File: src/rtl/dev_bus_pkg.sv
// Shared types and constants for the timer-bridge bus arbiter.
// Holds FSM encoding, device window defaults, latched request layout and the decode helper.
package dev_bus_pkg;

  typedef enum logic [1:0] {
    ST_IDLE = 2'd0,
    ST_BUSY = 2'd1,
    ST_DONE = 2'd2
  } state_e;

  localparam logic [31:0] DEV_BASE_DEF = 32'h0000_7F00;
  localparam logic [31:0] DEV_MASK_DEF = 32'hFFFF_FFE0;

  // Timer bridge register blocks inside the window
  localparam logic [31:0] TC1_BASE = 32'h0000_7F00;
  localparam logic [31:0] TC2_BASE = 32'h0000_7F10;

  typedef struct packed {
    logic        we;
    logic [31:0] addr;
    logic [31:0] wdata;
  } req_t;

  function automatic logic addr_hit(input logic [31:0] addr,
                                    input logic [31:0] base,
                                    input logic [31:0] mask);
    return ((addr & mask) == base) && (addr[1:0] == 2'b00);
  endfunction

endpackage

File: src/rtl/rr_arb2.sv
// Two-way round-robin pick: lone requester wins, a tie goes to the one not granted last.
// Combinational, zero latency; no backpressure of its own.
module rr_arb2 (
  input  logic [1:0] req_i,
  input  logic       last_grant_i,
  output logic       grant_o,
  output logic       valid_o
);

  always_comb begin
    grant_o = 1'b0;
    valid_o = |req_i;
    case (req_i)
      2'b01:   grant_o = 1'b0;
      2'b10:   grant_o = 1'b1;
      2'b11:   grant_o = ~last_grant_i;
      default: grant_o = 1'b0;
    endcase
  end

endmodule

File: src/rtl/dev_bus_arbiter.sv
// Two-master arbiter onto the timer bridge; each access runs IDLE->BUSY->DONE (ack two cycles after the IDLE edge).
// Masters hold req until ack; one transaction per three cycles, no other backpressure.
module dev_bus_arbiter
  import dev_bus_pkg::*;
#(
  parameter logic [31:0] DEV_BASE   = DEV_BASE_DEF,
  parameter logic [31:0] DEV_MASK   = DEV_MASK_DEF,
  parameter logic        RESET_LAST = 1'b1
) (
  input  logic        clk,
  input  logic        reset,

  input  logic        m0_req,
  input  logic        m0_we,
  input  logic [31:0] m0_addr,
  input  logic [31:0] m0_wdata,
  output logic        m0_ack,
  output logic        m0_err,
  output logic [31:0] m0_rdata,

  input  logic        m1_req,
  input  logic        m1_we,
  input  logic [31:0] m1_addr,
  input  logic [31:0] m1_wdata,
  output logic        m1_ack,
  output logic        m1_err,
  output logic [31:0] m1_rdata,

  output logic [31:0] dev_addr,
  output logic        dev_we,
  output logic [31:0] dev_wdata,
  input  logic [31:0] dev_rdata
);

  state_e      state_q, state_d;
  logic        gnt_q, gnt_d;
  logic        last_q, last_d;
  logic        hit_q, hit_d;
  req_t        txn_q, txn_d;
  logic [31:0] rdata_q, rdata_d;

  logic [1:0]  req_vec;
  logic        win_idx;
  logic        win_vld;
  req_t        win_req;

  assign req_vec = {m1_req, m0_req};

  rr_arb2 u_rr_arb2 (
    .req_i        (req_vec),
    .last_grant_i (last_q),
    .grant_o      (win_idx),
    .valid_o      (win_vld)
  );

  always_comb begin
    win_req = '{we: m0_we, addr: m0_addr, wdata: m0_wdata};
    if (win_idx) begin
      win_req = '{we: m1_we, addr: m1_addr, wdata: m1_wdata};
    end
  end

  always_comb begin
    state_d = state_q;
    gnt_d   = gnt_q;
    last_d  = last_q;
    hit_d   = hit_q;
    txn_d   = txn_q;
    rdata_d = rdata_q;
    case (state_q)
      ST_IDLE: begin
        if (win_vld) begin
          state_d = ST_BUSY;
          gnt_d   = win_idx;
          last_d  = win_idx;
          txn_d   = win_req;
          hit_d   = addr_hit(win_req.addr, DEV_BASE, DEV_MASK);
        end
      end
      ST_BUSY: begin
        // Captured for writes too; a miss returns zero rather than bus garbage
        rdata_d = hit_q ? dev_rdata : 32'h0;
        state_d = ST_DONE;
      end
      ST_DONE: begin
        state_d = ST_IDLE;
      end
      default: begin
        state_d = ST_IDLE;
      end
    endcase
  end

  always_ff @(posedge clk) begin
    if (reset) begin
      state_q <= ST_IDLE;
      gnt_q   <= 1'b0;
      last_q  <= RESET_LAST;
      hit_q   <= 1'b0;
      txn_q   <= '0;
      rdata_q <= 32'h0;
    end else begin
      state_q <= state_d;
      gnt_q   <= gnt_d;
      last_q  <= last_d;
      hit_q   <= hit_d;
      txn_q   <= txn_d;
      rdata_q <= rdata_d;
    end
  end

  always_comb begin
    dev_addr  = 32'h0;
    dev_wdata = 32'h0;
    dev_we    = 1'b0;
    m0_ack    = 1'b0;
    m0_err    = 1'b0;
    m0_rdata  = 32'h0;
    m1_ack    = 1'b0;
    m1_err    = 1'b0;
    m1_rdata  = 32'h0;
    if (state_q == ST_BUSY) begin
      dev_addr  = txn_q.addr;
      dev_wdata = txn_q.wdata;
      dev_we    = txn_q.we & hit_q;
    end
    if (state_q == ST_DONE) begin
      if (gnt_q) begin
        m1_ack   = 1'b1;
        m1_err   = ~hit_q;
        m1_rdata = rdata_q;
      end else begin
        m0_ack   = 1'b1;
        m0_err   = ~hit_q;
        m0_rdata = rdata_q;
      end
    end
  end

endmodule
File: config.mk
export PLATFORM = sky130hd
export DESIGN_NAME = dev_bus_arbiter
export DESIGN_NICKNAME = d
export VERILOG_FILES = /design/src/rtl/dev_bus_pkg.sv /design/src/rtl/rr_arb2.sv /design/src/rtl/dev_bus_arbiter.sv
export SDC_FILE = /design/constraint.sdc
export NUM_CORES = 1
export LEC_CHECK = 0
export BUFFER_PORTS_ARGS = -buffer_cell sky130_fd_sc_hd__buf_2
export CAP_MARGIN = 20
export CORE_MARGIN = 2
export CORE_UTILIZATION = 35
export DETAILED_ROUTE_END_ITERATION = 8
export PLACE_DENSITY_LB_ADDON = 0.1
export REMOVE_ABC_BUFFERS = 1
export SLEW_MARGIN = 40
export SYNTH_ARGS = -nofsm -noshare
export SYNTH_HDL_FRONTEND = slang
export SYNTH_SLANG_ARGS = --single-unit
File: constraint.sdc
create_clock -name clk -period 2.3 [get_ports clk]
set_clock_uncertainty 0.1 [all_clocks]
set_input_delay 0.46 -clock clk [delete_from_list [all_inputs] [get_ports clk]]
set_output_delay 0.46 -clock clk [all_outputs]
set_load 0.1 [all_outputs]
==> results by group, run 1 <==
Run status
  – Outcome: finished, final reports clean

Die
  – Initial Utilization: 35.5%
  – Horiz. Die Dim: 125 µm
  – Rows: 44
  – Die H: 125 µm
  – Ports: 299
  – Core Area: 14400 µm²
  – Die area: 15500 µm²

Routing
  – DRC Markers: 0
  – Met1 wire length: 6670 µm
  – Top Layer Used: met4
  – Vias after detailed routing: 4985
  – Routed length on met2: 8200 µm
  – Post-route ant nets: 0
  – Via density: 4.93
  – WL met3: 1320 µm
  – Wirelength, routed: 16500 µm
  – Drt initial violations: 205
  – Post-DR wirelength/cell: 16.4 µm
  – Drt pass-1 iters: 5

Clock network
  – Clock Latency Late Sink: 340 ps
  – Cts hold-fix bufs: 0
  – Clock tree buffer depth: 2
  – Total CTS buffers: 9
  – Sinks on Clock Net: 102
  – Clock Root Buffer: clkbuf_16
  – Clock transition at path regs: 70 ps
  – CTS tree: done
  – Depth of the CTS H-tree: 3

Timing
  – Final critical-path required period: 2240 ps
  – Tightest Pin Transition: 771 ps
  – Fin Setup TNS: 0 ps
  – Fin crit share: 97.3%
  – Slew Viols, Final: 0
  – Final Hold Violating Endpoints: 0
  – Relative slew slack: 48.6%
  – RSZ-0062 raised after global routing: yes
  – Final setup vio count: 0
  – Max frequency: 447 MHz

Setup path
  – Crit-path slowest cell: dfxtp_2
  – Arrival time at the worst endpoint: 1680 ps
  – R2R setup slack: 580 ps
  – Critical path class: reg -> out
  – Crit-path cells: and2b_4, buf_8, and2_1, buf_12
  – RR Startpoint: state_q[1]
  – Crit start category: register
  – Worst reg-to-reg path cell count: 3
  – Worst-path fanout max: 29
  – Crit-path leading delay family: simple AND/OR/NAND/NOR gates
  – WP buf/inv: 2
  – Worst path required time: 1740 ps
  – Critical path's largest stage delay: 360 ps
  – FF-to-FF End: rdata_q[10]
  – Crit end category: output pin

Synthesis
  – Register bit total from synthesis: 102
  – Compound-Gate Fraction of Synth Area: 15.7%
  – Post-Syn Instances: 552
  – Post-synth top cells: 128 x and2_1, 102 x dfxtp_1, 69 x nor2_1, 65 x a211oi_1, 65 x mux2i_1
  – Number of synthesis warnings: 0
  – Post-synthesis adder-cell area fraction: 0%
  – Largest cells by area after synthesis: dfxtp_1 40%, and2_1 16%, mux2i_1 13%
  – Library cells used by synthesis: 32
  – Area leader, netlist: dfxtp_1
  – Post-synthesis simple-gate area fraction: 25.9%
  – Async set-reset flop share out of synthesis: 0%
  – Ys flop type: dfxtp_1
  – Top-count cell post-synth: and2_1
  – Post-synthesis xor/xnor area fraction: 0%
  – Largest family of logic cells by synthesized area: simple AND/OR/NAND/NOR gates
  – Area of the mapped netlist: 5090 µm²
  – Avg Cell Area, Syn: 9.23 µm²
  – Share of the yosys chip area belonging to registers: 40.1%
  – Synth top area share: 40.1%
  – Post-synth EDFFs: 0
  – Mux share of post-synthesis cell area: 12.8%

Min path
  – Hold Crit Depth: 2
  – Hold Path End: rdata_q[23]
  – Tightest Hold Check Type: in -> reg
  – HP Start: dev_rdata[23]

Power
  – Pwr dens: 536 nW/µm²
  – Max VDD drop: 0.535 mV
  – Total power: 4.83 mW
  – Static leakage: 3.86 nW

GRT
  – Grt ovf: 0
  – First-pass GRT wire length: 26800 µm
  – Antenna violations before repair: 1
  – Vias in the first global route: 5068
  – GRT Util Overall: 21.5%
  – Largest net degree at the start of global routing: 69

Finish
  – Final Core Density: 62.7%
  – Area Overhead vs Synth: 76.7%
  – Finished Cell Area: 9000 µm²
  – Layout cells sized above 1: 40.0%
  – Nets: 989

Place
  – Post-DP Area: 8700 µm²
  – PortBufs: 298
  – Placer congestion estimate: 0.822
  – HPWL Detailed: 12800 µm

Job
  – # Max-Cap Violations: 0
stage by stage:
stage / hold slack (ps) / cells / worst slack, ps
after floorplan: 355 / 501 / -2440
after global placement: 368 / 996 / 243
after detailed placement: 376 / 996 / 227
after CTS: 211 / 1010 / 42.3
after global routing: 210 / 1011 / -15.3
final: 226 / 1011 / 61.1
layer usage:
| metal | up-vias | GRT usage, % |
|---|---|---|
| met4 | 0 | 6.08 |
| met2 | 211 | 37.4 |
| met3 | 19 | 7.52 |
| met5 | - | 0 |
| li1 | 2505 | - |
| met1 | 2250 | 24.9 |
logic make-up after synthesis:
kind of cell           after synthesis
AND/OR/NAND/NOR                    233
flip-flops                         102
AO/OA/AOI/OAI                      101
multiplexers                        65
buffers and inverters               51
final cells by class:
type / count / area, µm²
clock buffers: 12 / 236
diodes: 1 / 2.50
clock inverters: 2 / 35.0
repair buffers: 311 / 3650
flip-flops and latches: 102 / 2040
fillers: 1168 / 5360
well taps: 184 / 230
multi-input cells: 399 / 2800
layout by cell type (no fill, tap or decap), types with 3 or more instances in the layout:
cell type  synthesis  final
buf_2             15    165
nand4_1            4      4
nor3_1             4      4
or4_1              6      6
buf_12             1    137
mux2i_1           65     65
a211oi_1          65     65
nor4_1             3      3
nor2_1            69     68
buf_4              9      6
and2_1           128    128
clkbuf_16          0      9
a22o_1            32     32
dfxtp_1          102    100
clkbuf_1          24      3
nor2b_1            4      4
power breakdown:
| part | internal, mW | switching [mW] | total (mW) |
|---|---|---|---|
| clock network | 0.831 | 0.619 | 1.45 |
| registers | 1.91 | 0.0731 | 1.98 |
| logic | 0.548 | 0.851 | 1.40 |
worst max-delay path by stage:
stage                    start       endpoint  slack (ps)  cells past startpoint
finish              state_q[1]  dev_wdata[19]          60                      4
global route        state_q[1]    dev_addr[7]         -20                      4
CTS                 state_q[1]  dev_wdata[19]          40                      4
detailed placement  state_q[0]    dev_addr[7]         230                      4
global placement    state_q[1]    rdata_q[23]         240                      3
floorplan               m1_req       txn_q[0]       -2440                      3
worst reg2reg max path: cells and delay by family (launching register included):
kind | cells | cell delay [ps]
flops | 1 | 360
simple gates | 2 | 950
compound gates | 1 | 240
flip-flops by register name, summed over array words and instances, names as in the netlist:
register  flops
rdata_q      32
hit_q         1
gnt_q         1
state_q       2
last_q        1
txn_q        65
what timing repair did:
action                     CTS  global route
gates resized for setup      9             0
setup endpoints to repair   62            19
hold endpoints to repair     0             0
gates cloned                 0             0
setup buffers                0             0
Power figures use the tool's default switching activity.
==> run 2: changes to the inputs <==
BUFFER_PORTS_ARGS = not set   (was -buffer_cell sky130_fd_sc_hd__buf_2)
CORE_MARGIN = not set   (was 2)
DONT_BUFFER_PORTS = 1   (was not set)
==> run 2 against run 1 <==
Compared with the run above: flip-flop and latch count did not move; setup slack improved by 30 ps; non-clock buffer count fell by 168; via count fell by 12%; power rose by 0.16%; largest cell class is now multi-input combinational cells.
==> results by group, run 2 (synthesis results as in run 1) <==
Run status
  – Outcome: finished, final reports clean

Setup path
  – Crit path from: state_q[0]
  – Critical path's largest stage delay: 460 ps
  – Worst-path fanout max: 23
  – Crit-path cells: and2b_4, buf_12, and2_1, buf_12
  – Top cell by count, worst path: buf_12
  – Worst path required time: 1740 ps
  – Crit end category: output pin
  – WP buf/inv: 2
  – Arrival time at the worst endpoint: 1650 ps
  – Crit-path slowest cell: dfxtp_2
  – Crit-path leading delay family: simple AND/OR/NAND/NOR gates
  – Crit start category: register
  – RR Startpoint: state_q[0]
  – Critical path class: reg -> out

GRT
  – Vias in the first global route: 4145
  – GRT Util Overall: 20.0%
  – First-pass GRT wire length: 22800 µm
  – Antenna violations before repair: 0
  – Largest net degree at the start of global routing: 79
  – Grt ovf: 0

Finish
  – Layout cells sized above 1: 25.4%
  – Biggest register: txn_q
  – Most frequent cells in the layout: 136 x buf_12, 128 x and2_1, 100 x dfxtp_1
  – Filler cells: 1157
  – Area Overhead vs Synth: 60.6%
  – Max FFs per register: 65
  – Diode count: 0
  – Nets: 822
  – Top Registers: txn_q x65, rdata_q x32, state_q x2
  – Finished Cell Area: 8180 µm²
  – Fin cells: 841
  – Most common cell after layout, fill and taps aside: buf_12

Routing
  – DRC Markers: 0
  – Via density: 5.23
  – Post-route ant nets: 0
  – Post-DR wirelength/cell: 18.1 µm
  – Wirelength, routed: 15200 µm
  – Vias after detailed routing: 4397
  – Drt initial violations: 209
  – Drt pass-1 iters: 5

Power
  – Internal power: 3.34 mW
  – Sw Pwr: 1.50 mW
  – Sw frac: 31.0%
  – Pwr dens: 591 nW/µm²
  – Static leakage: 3.21 nW
  – Max VDD drop: 0.697 mV
  – Sequential share of power: 40.9%
  – Clock share of power: 33.8%
  – Combinational Power Share: 25.3%

Timing
  – Final setup vio count: 0
  – Relative slew slack: 67.7%
  – RSZ-0062 raised after global routing: no
  – Tightest Pin Transition: 480 ps
  – Setup slack after layout: 90.8 ps
  – Hold_ws: 77.0 ps
  – Slew Viols, Final: 0
  – Fin crit share: 96.1%
  – Max frequency: 453 MHz
  – Final Hold Violating Endpoints: 0
  – Final critical-path required period: 2210 ps
  – Fin Setup TNS: 0 ps

Clock network
  – Depth of the CTS H-tree: 3
  – Clock tree buffer depth: 2
  – Clock Root Buffer: clkbuf_16
  – Sinks on Clock Net: 102
  – Clock Latency Late Sink: 340 ps
  – Cts hold-fix bufs: 0
  – CTS tree: done
  – Total CTS buffers: 9
  – Clock transition at path regs: 70 ps

Die
  – Horiz. Die Dim: 123 µm
  – Die H: 123 µm
  – Rows: 43
  – Initial Utilization: 36.3%
  – Core Area: 14000 µm²
  – Ports: 299
  – Die area: 15000 µm²

Place
  – Post-DP Area: 7840 µm²
  – PortBufs: 0
  – Placer congestion estimate: 0.793
  – HPWL Detailed: 11200 µm
  – Placed Cells: 823
  – Dpl ws: 238 ps

Min path
  – Tightest Hold Check Type: in -> reg
  – HP Start: reset

Job
  – # Max-Cap Violations: 0
==> run 2: cell count changes in the layout (fill, tap and decap cells not counted), moves of 2 or more <==
cell / before / now
and3b_4: 0 / 2
buf_8: 2 / 0
nor2b_1: 4 / 2
nor2b_2: 0 / 2
buf_2: 165 / 0
==> run 2: worst reg2reg max path: cells and delay by family (launching register included) <==
family | cells | cell delay (ps)
AOI/OAI and AO/OA | 1 | 200
buffers and inverters | 2 | 500
DFF | 1 | 460
and+or+nand+nor | 2 | 420
==> run 2: path summary, 6_finish.rpt <==
kind / endpoint / slack [ps] / cells after the start
worst min-delay path: txn_q[30] / 80 / 1
worst max-delay path: dev_wdata[2] / 90 / 4
worst min register to register: rdata_q[19] / 390 / 1
worst max register to register: rdata_q[12] / 570 / 5
==> run 2: final cells by class <==
class | instances | area (µm²) | share of cell area (%)
clock inverter | 4 | 70.1 | 0.857
tap | 180 | 225 | 2.75
timing repair buffer | 143 | 2780 | 33.9
clock buffer | 12 | 246 | 3.01
sequential | 102 | 2050 | 25.0
multi-input combinational | 400 | 2820 | 34.4
==> run 2: power groups by stage <==
stage                     registers, mW  clock network (mW)  logic (mW)
after floorplan                    1.99                   0       0.864
after global placement             2.01                   0        1.21
after detailed placement           2.02                   0        1.23
after CTS                          1.98                1.69        1.23
after global routing               2.00                1.76        1.30
final                              1.98                1.64        1.22
==> run 2: what timing repair did <==
action	in CTS	in global routing
cloned	1	0
setup buffers	1	0
gates resized for setup	5	2
pin swaps	1	0
setup endpoints to repair	88	4
==> run 2: metrics by stage <==
step,power [mW],utilization [%]
6_report,4.84,58.3
3_3_place_gp,3.22,55.8
4_1_cts,4.90,58.2
2_1_floorplan,2.86,-
5_1_grt,5.06,58.3
3_5_place_dp,3.24,55.8
==> run 2: per-layer routing <==
layer | vias to the layer above | part of all wire, % | GRT usage [%]
li1 | 2152 | - | -
met1 | 2021 | 39 | 23.0
met2 | 206 | 50 | 34.6
met3 | 18 | 8.4 | 6.97
met4 | 0 | 1.8 | 6.25
met5 | - | 0 | 0
